--- src/rtl/cache_mem_arbiter.sv ---
// rtl/cache_mem_arbiter.sv - shares one word-serial memory port between I-cache refills and D-cache refills/write-backs
// One transaction in flight; D-cache writes win over reads, reads alternate round-robin.
module cache_mem_arbiter #(
  parameter int W     = 4,
  parameter int LOG_W = 2
) (
  input  logic               clk,
  input  logic               resetn,
  input  logic               i_rd_req_i,
  input  logic [2:0]         i_rd_type_i,
  input  logic [31:0]        i_rd_addr_i,
  output logic               i_rd_rdy_o,
  input  logic               d_rd_req_i,
  input  logic [2:0]         d_rd_type_i,
  input  logic [31:0]        d_rd_addr_i,
  output logic               d_rd_rdy_o,
  output logic               i_ret_valid_o,
  output logic               d_ret_valid_o,
  output logic               ret_last_o,
  output logic [31:0]        ret_data_o,
  input  logic               d_wr_req_i,
  input  logic [2:0]         d_wr_type_i,
  input  logic [31:0]        d_wr_addr_i,
  input  logic [3:0]         d_wr_wstrb_i,
  input  logic [32*W-1:0]    d_wr_data_i,
  output logic               d_wr_rdy_o,
  output logic               mem_req_o,
  output logic               mem_we_o,
  output logic [31:0]        mem_addr_o,
  output logic [LOG_W-1:0]   mem_len_o,
  output logic [2:0]         mem_size_o,
  input  logic               mem_ack_i,
  input  logic               mem_rvalid_i,
  input  logic               mem_rlast_i,
  input  logic [31:0]        mem_rdata_i,
  output logic               mem_wvalid_o,
  output logic               mem_wlast_o,
  output logic [31:0]        mem_wdata_o,
  output logic [3:0]         mem_wstrb_o,
  input  logic               mem_wready_i,
  input  logic               mem_bvalid_i
);
  typedef enum logic [2:0] {S_IDLE, S_RD_ADDR, S_RD_DATA, S_WR_ADDR, S_WR_DATA, S_WR_RESP} state_e;
  localparam logic [2:0] TYPE_LINE = 3'b100;

  state_e            state_q, state_d;
  logic              rr_q, rr_d;        // 1: D-cache wins the next read tie
  logic              owner_q, owner_d;  // 1: D-cache owns the current read
  logic [31:0]       addr_q, addr_d;
  logic [2:0]        size_q, size_d;
  logic [LOG_W-1:0]  len_q, len_d;
  logic [LOG_W-1:0]  cnt_q, cnt_d;
  logic [3:0]        wstrb_q, wstrb_d;
  logic [32*W-1:0]   wdata_q, wdata_d;

  logic              gnt_wr, gnt_i, gnt_d;
  logic [2:0]        sel_type;
  logic [31:0]       sel_addr;

  always_comb begin
    gnt_wr = 1'b0;
    gnt_i  = 1'b0;
    gnt_d  = 1'b0;
    if (state_q == S_IDLE && resetn) begin
      if (d_wr_req_i) begin
        gnt_wr = 1'b1;
      end else if (i_rd_req_i && d_rd_req_i) begin
        gnt_i = !rr_q;
        gnt_d = rr_q;
      end else begin
        gnt_i = i_rd_req_i;
        gnt_d = d_rd_req_i;
      end
    end
    sel_type = gnt_d ? d_rd_type_i : i_rd_type_i;
    sel_addr = gnt_d ? d_rd_addr_i : i_rd_addr_i;
  end

  always_comb begin
    state_d       = state_q;
    rr_d          = rr_q;
    owner_d       = owner_q;
    addr_d        = addr_q;
    size_d        = size_q;
    len_d         = len_q;
    cnt_d         = cnt_q;
    wstrb_d       = wstrb_q;
    wdata_d       = wdata_q;
    i_rd_rdy_o    = gnt_i;
    d_rd_rdy_o    = gnt_d;
    d_wr_rdy_o    = gnt_wr;
    i_ret_valid_o = 1'b0;
    d_ret_valid_o = 1'b0;
    ret_last_o    = 1'b0;
    ret_data_o    = 32'd0;
    mem_req_o     = 1'b0;
    mem_we_o      = 1'b0;
    mem_addr_o    = 32'd0;
    mem_len_o     = '0;
    mem_size_o    = 3'd0;
    mem_wvalid_o  = 1'b0;
    mem_wlast_o   = 1'b0;
    mem_wdata_o   = 32'd0;
    mem_wstrb_o   = 4'd0;
    unique case (state_q)
      S_IDLE: begin
        if (gnt_wr) begin
          state_d = S_WR_ADDR;
          addr_d  = d_wr_addr_i;
          wdata_d = d_wr_data_i;
          cnt_d   = '0;
          if (d_wr_type_i == TYPE_LINE) begin
            size_d  = 3'b010;
            len_d   = LOG_W'(W - 1);
            wstrb_d = 4'hf;
          end else begin
            size_d  = d_wr_type_i;
            len_d   = '0;
            wstrb_d = d_wr_wstrb_i;
          end
        end else if (gnt_i || gnt_d) begin
          state_d = S_RD_ADDR;
          owner_d = gnt_d;
          rr_d    = gnt_i;
          addr_d  = sel_addr;
          size_d  = (sel_type == TYPE_LINE) ? 3'b010 : sel_type;
          len_d   = (sel_type == TYPE_LINE) ? LOG_W'(W - 1) : '0;
        end
      end
      S_RD_ADDR, S_WR_ADDR: begin
        mem_req_o  = 1'b1;
        mem_we_o   = (state_q == S_WR_ADDR);
        mem_addr_o = addr_q;
        mem_len_o  = len_q;
        mem_size_o = size_q;
        if (mem_ack_i) state_d = (state_q == S_WR_ADDR) ? S_WR_DATA : S_RD_DATA;
      end
      S_RD_DATA: begin
        if (mem_rvalid_i) begin
          i_ret_valid_o = !owner_q;
          d_ret_valid_o = owner_q;
          ret_last_o    = mem_rlast_i;
          ret_data_o    = mem_rdata_i;
          if (mem_rlast_i) state_d = S_IDLE;
        end
      end
      S_WR_DATA: begin
        mem_wvalid_o = 1'b1;
        mem_wlast_o  = (cnt_q == len_q);
        mem_wdata_o  = wdata_q[{cnt_q, 5'b0} +: 32];
        mem_wstrb_o  = wstrb_q;
        if (mem_wready_i) begin
          if (cnt_q == len_q) begin
            state_d = S_WR_RESP;
            cnt_d   = '0;
          end else begin
            cnt_d = cnt_q + 1'b1;
          end
        end
      end
      S_WR_RESP: begin
        if (mem_bvalid_i) state_d = S_IDLE;
      end
      default: state_d = S_IDLE;
    endcase
  end

  always_ff @(posedge clk) begin
    if (!resetn) begin
      state_q <= S_IDLE;
      rr_q    <= 1'b0;
      owner_q <= 1'b0;
      addr_q  <= 32'd0;
      size_q  <= 3'd0;
      len_q   <= '0;
      cnt_q   <= '0;
      wstrb_q <= 4'd0;
      wdata_q <= '0;
    end else begin
      state_q <= state_d;
      rr_q    <= rr_d;
      owner_q <= owner_d;
      addr_q  <= addr_d;
      size_q  <= size_d;
      len_q   <= len_d;
      cnt_q   <= cnt_d;
      wstrb_q <= wstrb_d;
      wdata_q <= wdata_d;
    end
  end
endmodule

--- config.mk ---
export PLATFORM = sky130hd
export DESIGN_NAME = cache_mem_arbiter
export DESIGN_NICKNAME = d
export VERILOG_FILES = /design/src/rtl/cache_mem_arbiter.sv
export SDC_FILE = /design/constraint.sdc
export NUM_CORES = 1
export LEC_CHECK = 0
export ABC_AREA = 1
export BUFFER_PORTS_ARGS = -buffer_cell sky130_fd_sc_hd__buf_2
export CAP_MARGIN = 10
export CORE_ASPECT_RATIO = 0.75
export CORE_MARGIN = 5
export CORE_UTILIZATION = 40
export DETAILED_ROUTE_END_ITERATION = 8
export PLACE_DENSITY_LB_ADDON = 0.12
export SLEW_MARGIN = 15
export SYNTH_ARGS = -nofsm -noshare
export SYNTH_HDL_FRONTEND = slang
export SYNTH_SLANG_ARGS = --single-unit
--- constraint.sdc ---
create_clock -name clk -period 3.1 [get_ports clk]
set_input_delay 0.155 -clock clk [delete_from_list [all_inputs] [get_ports clk]]
set_output_delay 0.155 -clock clk [all_outputs]
set_load 0.05 [all_outputs]
Word level (Yosys, flattened, before mapping) --
Index checks and enable logic that the tools add are counted.
Operators by class: reduce and logical (&&, ||, !) cells 14, add/subtract/negate cells 1, bitwise gates (word level) 1, shift-type cells 1, eq/ne operators 16, mux-type cells 52
Operator list (count):
- $mux 32 | 7
- $shiftx 128x8->32 | 1
- $mux 3 | 15
- $mux 1 | 18
- $mux 2 | 8
- $pmux 3 s5 | 1
- $ne 2x2->1 const B | 7
- $eq 3x3->1 const B | 4
- $mux 4 | 2
- $reduce_and 7->1 | 1
- $eq 3x2->1 const B | 2
- $reduce_and 3->1 | 2
- $pmux 2 s2 | 1
- $reduce_and 2->1 | 2
- $reduce_bool 2->1 | 2
- $eq 3x1->1 const B | 1
- $logic_not 3->1 | 1
- $ne 3x2->1 const B | 1
- $add 2x1->2 const B | 1
- $eq 2x2->1 | 1
- $logic_and 1x1->1 | 2
- $logic_not 1->1 | 2
- $reduce_or 2->1 | 1
- $logic_or 1x1->1 | 1
- $not 1->1 | 1
Word-level totals: input bits 279, logic and storage cells 94, output and inout port bits 115, register bits 176

Logic depth before layout (Yosys ltp) --
depth after elaboration 9, depth in mapped cells 12, depth with buffers taken out 11

Worst setup path before layout --
Ideal clock, no wire load.
kind register -> output, from reg state_q[0], to out mem_len_o[1], data arrival time 2.583 ns, data required time 2.945 ns, path slack 0.362 ns, buffers on the path 2, cell stages (with the launch flop) 7, cell sequence dfxtp_1 > inv_1 > nor2_1 > inv_1 > clkbuf_1 > nor2_1 > buf_4
On the way: cells in the longest elaborated chain, start to end 3, elaborated cells between the ends (all ways) 4, those cells by class eq/ne (2); mux (1); reduce/logical (1)
RTL lines:
- start: declaration | line 46 | state_e state_q, state_d;
- start signal: assignment | line 180 | state_q <= state_d;
- $eq 3x2->1 / $eq 3x1->1 (equally long branches) | line 105 | unique case (state_q)
- $reduce_or 2->1 (*) | line 105
- $mux 2 (*) | line 105
- end: declaration | line 30 | output logic [LOG_W-1:0] mem_len_o,
Every way passes the cells marked *; elsewhere a longest branch is shown, timed or not.

Final worst setup path --
from reg state_q[1], to out d_ret_valid_o
On the way: cells in the longest elaborated chain, start to end 2
RTL lines:
- $eq 3x2->1 | line 105
- $mux 1 | line 105
- end: declaration | line 18 | output logic d_ret_valid_o,
Every way passes these cells.

==> flow_metrics.py <==
metrics = {
    "place": {
        "port-buffer-count": 393,
        "place_area_um2": 10700,
        "placed_cells": 1902,
        "post-place-ws_ns": 0.6396,
        "dp_hpwl_mm": 21.60,
        "routabilityCongestion": 0.9319,
    },
    "clock_network": {
        "cts_tree": "yes",
        "post_cts_resized": 0,
        "cts.clk_slew.worst_paths_ns": 0.07,
        "root_buffer": "clkbuf_16",
        "htree_num_levels": 4,
        "cts_max_path_buffers": 2,
        "cts.sinks": 175,
        "clk_latency_ns": 0.43,
        "cts_made_buffers": 17,
    },
    "route": {
        "routed_wl_mm": 31.38,
        "vias": 9884,
        "wire_per_inst_um": 15.64,
        "ant_nets": 0,
        "drcViolationCount": 0,
        "avgViaCountPerCell": 4.927,
        "dr.pass1.iters": 5,
        "drt_iter0_markers": 663,
    },
    "setup_path": {
        "crit_chain": "inv_1 > nor3_1 > nand2_1 > buf_4 > nor2_1 > buf_2",
        "cp_max_fo": 25,
        "cp-start-kind": "flip-flop",
        "path_buf_inv": 3,
        "crit_path_max_incr_delay_ns": 0.49,
        "crit_arrival_ns": 2.43,
        "end_kind": "primary output",
        "crit_family": "simple AND/OR/NAND/NOR gates",
        "critPathKind": "flip-flop to primary output",
        "cp.required_ns": 2.94,
        "cpMaxStageDelayCell": "nand2_1",
    },
    "pwr": {
        "p_leak_nw": 5.611,
        "finalPower_mw": 7.900,
        "power_density_nw_per_um2": 658.5,
        "ir_worst_vdd_mv": 0.3764,
    },
    "floorplan": {
        "initial_utilization_pct": 40.86,
        "die_h_um": 137.7,
        "row_count": 46,
        "coreArea_um2": 21300,
        "io_pins": 394,
        "dieArea_um2": 24840,
        "die_w_um": 180.3,
    },
    "synth": {
        "synth_cells": 1311,
        "avgSynthCellArea_um2": 6.638,
        "yosys.cell_types.count": 24,
        "yosysSeqAreaShare_pct": 40.26,
        "yosysWarnings": 0,
        "ys_seq_elements": 175,
        "syn_nets": 1590,
        "synth_area_um2": 8702,
    },
    "timing": {
        "finalCritPeriodShare_pct": 83.25,
        "fmax_mhz": 387.5,
        "maxSlewViolCount": 0,
        "tns_ns": 0,
        "timing.hold.ws_ns": 0.01064,
        "rsz0062_at_grt": "no",
        "slew_headroom_pct": 33.30,
        "fin_crit_ns": 2.581,
        "setup_violations": 0,
        "finalClockSkew_ns": 0.01592,
        "fin_ws_ns": 0.5192,
        "final_hold_viol_count": 0,
        "tightest_slew_ns": 0.9994,
    },
    "global_route": {
        "grt_remaining_overflow": 0,
        "grt_max_degree": 169,
        "grt_pass1_vias": 9114,
        "grt_antenna_before_repair": 3,
        "grt_usage_pct": 24.11,
        "grt_pass1_wl_mm": 48.62,
    },
    "cells_and_area": {
        "register_area_um2": 3505,
        "final_core_util_pct": 56.33,
        "fillers": 2162,
        "area_growth_pct": 37.86,
        "multi_input_area_um2": 3994,
        "finalNetCount": 1983,
        "drive_above_1_share_pct": 26.85,
        "mostFrequentLayoutCells": "392 x buf_2, 245 x o21ai_0, 217 x nand2_1",
        "layout_commonest_cell": "buf_2",
        "final_cell_count_no_fill": 2006,
        "final_cell_area_um2": 12000,
    },
    "run_status": {
        "status": "finished, final reports clean",
    },
    "job": {
        "maxCapViolCount": 0,
    },
    "worst_hold_path": {
        "hp-class": "primary input to flip-flop",
    },
}
==> registers in the layout, indices dropped and copies added (netlist names) <==
| name | cells |
|---|---|
| size_q | 3 |
| wstrb_q | 4 |
| cnt_q | 2 |
| state_q | 3 |
| rr_q | 1 |
| owner_q | 1 |
| addr_q | 32 |
| wdata_q | 128 |
| len_q | 1 |
==> final timing paths <==
kind,to,cells after the start,slack [ns],start
max,d_ret_valid_o,6,0.52,state_q[1]
min,wdata_q[77],3,0.01,d_wr_data_i[77]
max reg2reg,state_q[0],9,0.64,state_q[0]
min reg2reg,wdata_q[63],2,0.45,wdata_q[63]
==> area by class of cell <==
cell class | count | share of cell area [%]
clock buffers | 18 | 3.577
well taps | 288 | 3.004
clock inverters | 14 | 1.283
multi-input cells | 841 | 33.29
inverters | 189 | 5.955
diodes | 1 | 0.02086
repair buffers | 480 | 23.65
flip-flops and latches | 175 | 29.21
==> report_power, final <==
part	switching, mW	internal (mW)	total (mW)
Clock	1.00	1.14	2.14
Combinational	1.94	0.865	2.81
Sequential	0.206	2.74	2.95
==> what timing repair did <==
action,CTS,global route
endpoints found under the hold margin,71,0
buffers inserted,0,0
hold buffers,71,0
==> kinds of logic (layout without fill, tap and decap cells) <==
kind of cell,after synthesis,count (layout),synth area share [%]
compound gates,478,478,28.74
simple gates,363,363,17.12
buf+inv,295,701,13.87
flops,175,175,40.26
other cells,0,1,0
==> worst min-delay path, stage by stage <==
cell,delay [ns]
buf_2,0.07
o21ai_0,0.07
a21oi_1,0.10
==> Yosys cell counts <==
cell type | count | area [µm²]
inv_2 | 11 | 41.29
o211ai_1 | 33 | 247.7
nand2_1 | 218 | 818.3
o21ai_0 | 245 | 1226
nor3_1 | 6 | 30.03
buf_4 | 5 | 37.54
buf_2 | 23 | 115.1
a21oi_1 | 166 | 830.8
a21oi_2 | 2 | 17.52
nand3_1 | 43 | 215.2
a31oi_1 | 1 | 6.260
nor4_1 | 1 | 6.260
buf_6 | 7 | 78.83
inv_1 | 178 | 668.1
nor2_8 | 2 | 40.04
nor2_1 | 89 | 334.1
dfxtp_1 | 175 | 3503
o21ai_1 | 24 | 120.1
buf_1 | 12 | 45.04
nand3_4 | 1 | 17.52
or2_0 | 1 | 6.260
clkbuf_1 | 59 | 221.5
nor2_4 | 2 | 22.52
a211oi_1 | 7 | 52.55
==> routing by layer <==
layer	global-route usage (%)	share of wire, %	vias to the layer above
li1	-	-	5043
met1	32.23	45	4467
met2	39.57	47	334
met3	5.358	5.9	36
met4	6.885	1.8	4
met5	0	0.067	-
Note: power is estimated with default switching activity, not from simulation.
